===== config.mk =====
export PLATFORM = sky130hd
export DESIGN_NAME = fetch_unit
export DESIGN_NICKNAME = d
export VERILOG_FILES = /design/src/rtl/fetch_pkg.sv /design/src/rtl/fetch_fifo.sv /design/src/rtl/fetch_unit.sv
export SDC_FILE = /design/constraint.sdc
export NUM_CORES = 1
export LEC_CHECK = 0
export ABC_CLOCK_PERIOD_IN_PS = 6600
export CAP_MARGIN = 0
export CORE_UTILIZATION = 45
export CTS_CLUSTER_SIZE = 8
export DETAILED_ROUTE_END_ITERATION = 16
export DONT_BUFFER_PORTS = 1
export PLACE_DENSITY = 0.63
export SYNTH_ARGS = -nofsm -noshare
export SYNTH_HDL_FRONTEND = slang
export SYNTH_SLANG_ARGS = --single-unit

===== constraint.sdc =====
create_clock -name clk -period 6.6 [get_ports clk]
set_input_delay 1.32 -clock clk [delete_from_list [all_inputs] [get_ports clk]]
set_output_delay 1.32 -clock clk [all_outputs]
set_load 0.01 [all_outputs]

===== src/rtl/fetch_pkg.sv =====
// Shared types and constants for the instruction fetch unit.
// Holds the datapath width, the default reset PC and the queue-entry layout.
package fetch_pkg;

    localparam int XLEN = 32;
    localparam logic [XLEN-1:0] RESET_PC_DEFAULT = 32'h0000_0000;
    localparam logic [XLEN-1:0] INSTR_NOP = 32'h0000_0013;

    typedef struct packed {
        logic [XLEN-1:0] pc;
        logic [XLEN-1:0] instr;
    } fetch_entry_t;

    // Sequential fetch address; wraps modulo 2^32 by construction.
    function automatic logic [XLEN-1:0] pc_next(input logic [XLEN-1:0] pc);
        return pc + 32'd4;
    endfunction

endpackage


===== src/rtl/fetch_fifo.sv =====
// Instruction queue between fetch and decode: power-of-two depth, wrapping
// pointers, synchronous flush. Storage is deliberately left unreset.
module fetch_fifo
    import fetch_pkg::*;
#(
    parameter int DEPTH = 4
) (
    input  logic         clk,
    input  logic         rst,
    input  logic         flush,
    input  logic         push,
    input  logic         pop,
    input  fetch_entry_t push_data,
    output logic         full,
    output logic         empty,
    output fetch_entry_t head_data
);

    localparam int AW = $clog2(DEPTH);
    localparam int CW = AW + 1;
    localparam logic [AW-1:0] PTR_ONE  = AW'(1'b1);
    localparam logic [CW-1:0] CNT_ONE  = CW'(1'b1);
    localparam logic [CW-1:0] CNT_FULL = CW'(DEPTH);

    fetch_entry_t  mem_r [DEPTH];
    logic [AW-1:0] wr_ptr_r;
    logic [AW-1:0] rd_ptr_r;
    logic [CW-1:0] count_r;

    // Pointer and occupancy bookkeeping; flush wins over push and pop.
    always_ff @(posedge clk or posedge rst) begin
        if (rst) begin
            wr_ptr_r <= '0;
            rd_ptr_r <= '0;
            count_r  <= '0;
        end else if (flush) begin
            wr_ptr_r <= '0;
            rd_ptr_r <= '0;
            count_r  <= '0;
        end else begin
            if (push) begin
                wr_ptr_r <= wr_ptr_r + PTR_ONE;
            end
            if (pop) begin
                rd_ptr_r <= rd_ptr_r + PTR_ONE;
            end
            case ({push, pop})
                2'b10:   count_r <= count_r + CNT_ONE;
                2'b01:   count_r <= count_r - CNT_ONE;
                default: count_r <= count_r;
            endcase
        end
    end

    // Entry storage write port.
    always_ff @(posedge clk) begin
        if (push && !flush) begin
            mem_r[wr_ptr_r] <= push_data;
        end
    end

    assign full      = (count_r == CNT_FULL);
    assign empty     = (count_r == {CW{1'b0}});
    assign head_data = mem_r[rd_ptr_r];

endmodule


===== src/rtl/fetch_unit.sv =====
// Instruction fetch: PC register presented straight to instruction memory,
// returned word enqueued the same cycle, redirect flushes and refetches.
module fetch_unit
    import fetch_pkg::*;
#(
    parameter logic [XLEN-1:0] RESET_PC = RESET_PC_DEFAULT,
    parameter int              DEPTH    = 4
) (
    input  logic            clk,
    input  logic            rst,
    output logic [XLEN-1:0] imem_addr,
    input  logic [XLEN-1:0] imem_instr,
    input  logic            redirect_valid,
    input  logic [XLEN-1:0] redirect_pc,
    output logic            out_valid,
    input  logic            out_ready,
    output logic [XLEN-1:0] out_instr,
    output logic [XLEN-1:0] out_pc
);

    logic [XLEN-1:0] pc_r;
    logic            push_s;
    logic            pop_s;
    logic            valid_s;
    logic            full_s;
    logic            empty_s;
    fetch_entry_t    wr_entry_s;
    fetch_entry_t    head_s;

    // Handshake decode; a redirect cycle suppresses every handshake.
    always_comb begin
        valid_s = 1'b0;
        pop_s   = 1'b0;
        push_s  = 1'b0;
        if (redirect_valid) begin
            valid_s = 1'b0;
            pop_s   = 1'b0;
            push_s  = 1'b0;
        end else begin
            valid_s = !empty_s;
            pop_s   = !empty_s && out_ready;
            push_s  = !full_s || pop_s;
        end
    end

    assign wr_entry_s = '{pc: pc_r, instr: imem_instr};

    // Program counter: redirect target is forced word-aligned.
    always_ff @(posedge clk or posedge rst) begin
        if (rst) begin
            pc_r <= RESET_PC;
        end else if (redirect_valid) begin
            pc_r <= {redirect_pc[XLEN-1:2], 2'b00};
        end else if (push_s) begin
            pc_r <= pc_next(pc_r);
        end else begin
            pc_r <= pc_r;
        end
    end

    fetch_fifo #(
        .DEPTH(DEPTH)
    ) u_fifo (
        .clk       (clk),
        .rst       (rst),
        .flush     (redirect_valid),
        .push      (push_s),
        .pop       (pop_s),
        .push_data (wr_entry_s),
        .full      (full_s),
        .empty     (empty_s),
        .head_data (head_s)
    );

    assign imem_addr = pc_r;
    assign out_valid = valid_s;
    assign out_instr = head_s.instr;
    assign out_pc    = head_s.pc;

endmodule


[Word-level counts from Yosys, hierarchy flattened]
Memory sizes are Yosys's and may differ from the RTL's.
Cells that the tools add are included.
Word-level totals
  input port bits: 68
  memory bits (writable): 256
  register bits after elaboration: 39
  memories: 1
Memory list
  u_fifo.mem_r: depth 4, width 64, read ports 1, clocked after memory_dff 0, write ports 1, RTL line fetch_fifo.sv:25  | fetch_entry_t mem_r [DEPTH];
Cells by class
  mux-type cells: 13
  $add $sub $neg: 5
  equal/unequal tests: 3
  reductions and logical operators: 10
Operator list (number)
  32-bit 2-to-1 mux: 2
  32-bit by 3-bit adder with 32-bit output (second input constant): 1
  2-bit 2-to-1 mux: 4
  3-bit one-hot mux with 2 select lines: 1
  1-bit 2-to-1 mux: 5
  2-bit by 1-bit adder with 2-bit output (second input constant): 2
  2-bit nonzero test: 2
  3-bit by 1-bit adder with 3-bit output (second input constant): 1
  3-bit equality test (second input constant): 1
  1-bit logical NOT: 3
  3-bit logical NOT: 1
  3-bit 2-to-1 mux: 1
  3-bit nonzero test: 1
  3-bit by 1-bit subtractor with 3-bit output (second input constant): 1
  2-bit by 1-bit equality test with 1-bit output (second input constant): 1
  2-bit equality test (second input constant): 1
  1-bit logical AND: 2
  1-bit logical OR: 1

[Depth between registers and ports, before layout]
  depth after elaboration: 8
  gate-level depth with buffers: 7

[Modules after synthesis]
Synthesis repeated with hierarchy kept, for this count alone.
Unflattened totals
  cell total of the unflattened synthesis: 603
  area, all modules: 11581.1 um^2
Modules (own cells, without submodules)
  fetch_fifo: times used 1, cells each 378, area each 9673.0 um^2, sequential area each 7862.5 um^2
  fetch_unit: times used 1, cells each 225, area each 1908.1 um^2, sequential area each 750.7 um^2

[Least setup slack after synthesis]
OpenSTA, ideal clock, no wires.
  path type: input port to flip-flop
  from: in redirect_valid
  to: mem u_fifo.mem_r[0][0] (netlist bit) (enable)
  stages on the path: 5
  setup time: 0.427 ns
  path buffers: 3
  arrival: 3.647 ns
  path slack: 2.526 ns
  required time: 6.173 ns
  path through: clkbuf_1 -> inv_1 -> clkbuf_1 -> clkbuf_1 -> and3_1
Between the ends
  longest elaborated chain between the ends: 4
Ends and longest elaborated chain
  start: declaration: RTL line fetch_unit.sv:13  | input logic redirect_valid,
  1-bit 2-to-1 mux or 1-bit logical NOT (tied branches): RTL line fetch_unit.sv:35, fetch_fifo.sv:57
  1-bit logical AND (*): RTL line fetch_fifo.sv:57  | if (push && !flush) begin
  1-bit 2-to-1 mux (*): RTL line fetch_fifo.sv:57
  1-bit 2-to-1 mux (implied by the code) (*): RTL line fetch_fifo.sv:58  | mem_r[wr_ptr_r] <= push_data;
  end: declaration: RTL line fetch_fifo.sv:25
Mark *: on every way between the ends. The rest lies on a longest branch, timed or not.

[Final worst setup path]
  from: reg u_fifo.rd_ptr_r[0]
  to: out out_pc[5]
Between the ends
  longest elaborated chain between the ends: 1
Ends and longest elaborated chain
  start: declaration: RTL line fetch_fifo.sv:27  | logic [AW-1:0] rd_ptr_r;
  start signal: assignment: RTL line fetch_fifo.sv:45  | rd_ptr_r <= rd_ptr_r + PTR_ONE;
  memory read 4 x 64 bit
  end: declaration: RTL line fetch_unit.sv:18  | output logic [XLEN-1:0] out_pc
No other way between the ends.

==> results.txt <==
The flow ran to the end, and the final reports show no timing, DRC or antenna violations. The cell at the root of the clock tree is clkbuf_16. The register clock-pin slew on the reported worst setup and hold paths is ~0.050 ns.

The logic depth of the worst setup path including buffers is 2. The number of setup buffers added after CTS is 0. In this run the mean area of a mapped cell was 19.0 sq um.

The total grt overflow came out at 0. The cell taking the most area after synthesis is edfxtp_1. Once detail routing completed, the nets flagged for antenna violations numbered 0. The maximum root-to-sink buffer count is 3.

The largest net degree at the start of global routing is 64. The final setup TNS came out at 0 ns. The final instance count without filler cells came out at roughly 950.

The H-tree was split into 2 levels. The count of buffers from port buffering came out at 0. The share of the cycle needed by the critical path after routing came out at roughly 62%. The data required time at the worst endpoint is roughly 5.3 ns. The fraction of layout instances using a drive strength above 1 is between 15 and 20%.

The most repeated cell in the gate-level netlist after synthesis is edfxtp_1. The worst setup path is of the reg -> out kind. The number of iterations in the first detailed-routing pass came out at 5. The final count of pins violating max slew was 0. The core region is ~24000 sq um. Yosys printed 0 warnings. The number of antenna violations at the first check in global routing came out at 0. The clock network latency to the later pin of the worst-skew pair is between 0.5 and 0.6 ns. The number of setup violations in the final report came out at 0. The detailed-route via count came out at about 5700. The cell area after synthesis came out at approximately 11000 sq um. The final weighted congestion of routability-driven global placement came out at about 0.85.

The tightest min-delay check is of the reg -> reg type. The number of antenna diodes in the final layout is 0. The per-cell routed wire length came out at about 24 um. Among all flip-flop cells after synthesis, the most frequent one is edfxtp_1.

The TritonCTS sink count came out at between 200 and 300. The final hold violation count is 0. The final routed wirelength across all metal layers came out at between 20 and 25 mm. From left edge to right edge, the die measures between 150 and 200 um. Counting every instance in the synthesized netlist gives between 500 and 600.

The total half-perimeter wirelength after legalization and detailed placement is 13.3 mm. TritonCTS built the clock tree. The signal on the critical path passes through buf_4 -> mux4_2. Summing all non-filler instances in the final layout gives an area of between 10000 and 15000 sq um. Of the post-synthesis cell area, the dominant cell type holds between 60% and 70%. The maximum fanout along the worst path came out at 38.

The shortest period the worst path allows is roughly 4.1 ns. The cell area reported after detailed placement came out at roughly 12000 sq um. The count of flip-flops with a built-in enable after synthesis is between 200 and 250. The worst register-to-register path begins at imem_addr[12]$_DFFE_PP0N_. The ratio of total power to cell area came out at ~380 nW/um^2.

The number of hold buffers added after CTS was 0. The clock skew after layout came out at approximately 0.017 ns. The static power due to leakage is around 4.0 nW. The category of cells accounting for the largest share of critical-path delay is flip-flops. The buffers plus inverters on the worst setup path came out at 1. The via count of the first global-routing pass is 6223. Row generation in the floorplan step produced 57 rows. The first global-routing pass estimated between 30 and 40 mm of wire.

The worst-case setup margin in the final layout came out at 2.52 ns. The footprint of the flip-flops and latches came out at between 8000 and 9000 sq um. The number of primary I/O pins came out at around 170. The number of cells on the worst reg-to-reg path came out at 4. The terminus of the critical flop-to-flop path is imem_addr[29]$_DFFE_PP0N_. Tracing the worst setup path back leads to its startpoint at u_fifo.rd_ptr_r[0]$_DFFE_PP0P_. The transition time at the pin with the least slew margin is about 1.3 ns.

Setup repair after global routing left no endpoint under its margin. The netlist uses 48 different library cells. The worst-case register-to-register setup slack is about 3.7 ns. The critical path data arrival time is ~2.8 ns. After detailed routing, the number of remaining DRC violations is 0. The number of filler cells placed in the layout is ~1900. The commonest cells after synthesis are edfxtp_1 (248), mux4_2 (62), dfrtp_1 (37). The number of resized instances in the post-cts repair step came out at 0. The maximum vdd drop is between 0.0002 and 0.00025 V. For this design, the slowest cell found on the critical path is dfrtp_4. Summing the sequential cell areas from Yosys gives 74.3% of the chip area.

The synthesis-to-finish area growth came out at 12.6%. The overall die height is 160 um. Timing would allow up to 245 MHz.

The reported max-cap violation count came out at 0. For this run, the slowest stage of the critical path takes roughly 0.94 ns. By area the synthesized netlist is led by edfxtp_1 (66%), mux4_2 (12%), dfrtp_1 (8.2%). The initial utilization of the core area, before any placement, comes to 46.1%. The cell total after placement came out at between 800 and 900. The die covers between 20000 and 30000 sq um. The worst setup path is captured at a primary output. The total routing resource utilization after global routing came out at 18.3%. The pre-CTS setup slack is slightly below 3 ns. The number of vias per cell after detailed routing came out at around 6.0. The worst-case headroom to the max-slew limit came out at 11.9%. The total CTS buffers came out at around 40. The area occupied by multi-input gates came out at around 2700 sq um. The number of DRC violations after detailed-routing iteration 0 is around 430. The capturing element of the worst setup path is out_pc[5]. The number of nets in the finished design is 686.

The synthesized design contains 285 register bits. The startpoint type of the worst setup path is a flip-flop. The async set or reset register ratio after synthesis came out at about an eighth.
area by class of cell:
cell class	count	area share [%]
clock buffer	56	8.53
tap	324	3.19
timing repair buffer	3	0.177
sequential	285	66.0
multi-input combinational	272	21.6
clock inverter	3	0.177
inverter	9	0.266
cells in the final DEF, fill, tap and decap left out, types with 13 or more instances in the layout:
master / instances
clkbuf_1: 15
nand3_1: 15
nor2_1: 25
o21ai_0: 13
a31oi_1: 17
clkbuf_16: 41
edfxtp_1: 248
mux4_2: 62
o31ai_1: 13
nand2_1: 25
dfrtp_1: 35
how the worst min path moves through the flow:
stage                                   startpoint                             end  slack, ns  depth (start not counted)
finish              u_fifo.wr_ptr_r[1]$_DFFE_PP0N_  u_fifo.wr_ptr_r[1]$_DFFE_PP0N_       0.58                          2
detailed placement  u_fifo.wr_ptr_r[1]$_DFFE_PP0N_  u_fifo.wr_ptr_r[1]$_DFFE_PP0N_       0.57                          2
global route        u_fifo.wr_ptr_r[1]$_DFFE_PP0N_  u_fifo.wr_ptr_r[1]$_DFFE_PP0N_       0.61                          2
CTS                 u_fifo.wr_ptr_r[1]$_DFFE_PP0N_  u_fifo.wr_ptr_r[1]$_DFFE_PP0N_       0.58                          2
global placement    u_fifo.wr_ptr_r[1]$_DFFE_PP0N_  u_fifo.wr_ptr_r[1]$_DFFE_PP0N_       0.55                          2
floorplan           u_fifo.wr_ptr_r[1]$_DFFE_PP0N_  u_fifo.wr_ptr_r[1]$_DFFE_PP0N_       0.54                          2
stage by stage:
stage	power (mW)	hold WS, ns	utilization [%]
after floorplan	2.90	0.538	-
after global placement	3.07	0.546	47.4
after detailed placement	3.10	0.573	47.4
after CTS	4.91	0.579	51.9
after global routing	5.05	0.609	51.9
final	4.84	0.576	51.9
report_power, final:
part           internal, mW  total [mW]  leakage, nW  switching [mW]
Sequential             2.17        2.38         2.70           0.201
Combinational         0.308       0.667        0.796           0.359
Clock                  1.12        1.80        0.536           0.678
tightest hold or removal path: cells and delay by family, from the launching register on:
family	cells	cell delay, ns
compound gates	1	0.06
flops	1	0.41
simple gates	1	0.07
state kept, by name, summed over array words and instances (netlist names):
name / flops
u_fifo.mem_r: 248
u_fifo.count_r: 3
imem_addr: 30
u_fifo.rd_ptr_r: 2
u_fifo.wr_ptr_r: 2
logic make-up after synthesis:
logic type	synth area share [%]
other	0.0333
multiplexers	12.5
flip-flops	74.3
buffers and inverters	1.78
AO/OA/AOI/OAI	3.17
AND/OR/NAND/NOR	6.60
adder cells (fa/ha/maj)	0.733
XOR/XNOR	0.932
per-layer routing:
metal / vias up / global-route usage (%) / wire length, um
met5: - / 0 / 0
met4: 0 / 5.89 / 439
met3: 40 / 5.56 / 1890
met2: 252 / 30.7 / 11300
met1: 2947 / 22.8 / 9160
li1: 2457 / - / -
(Power assumes the default switching activity.)
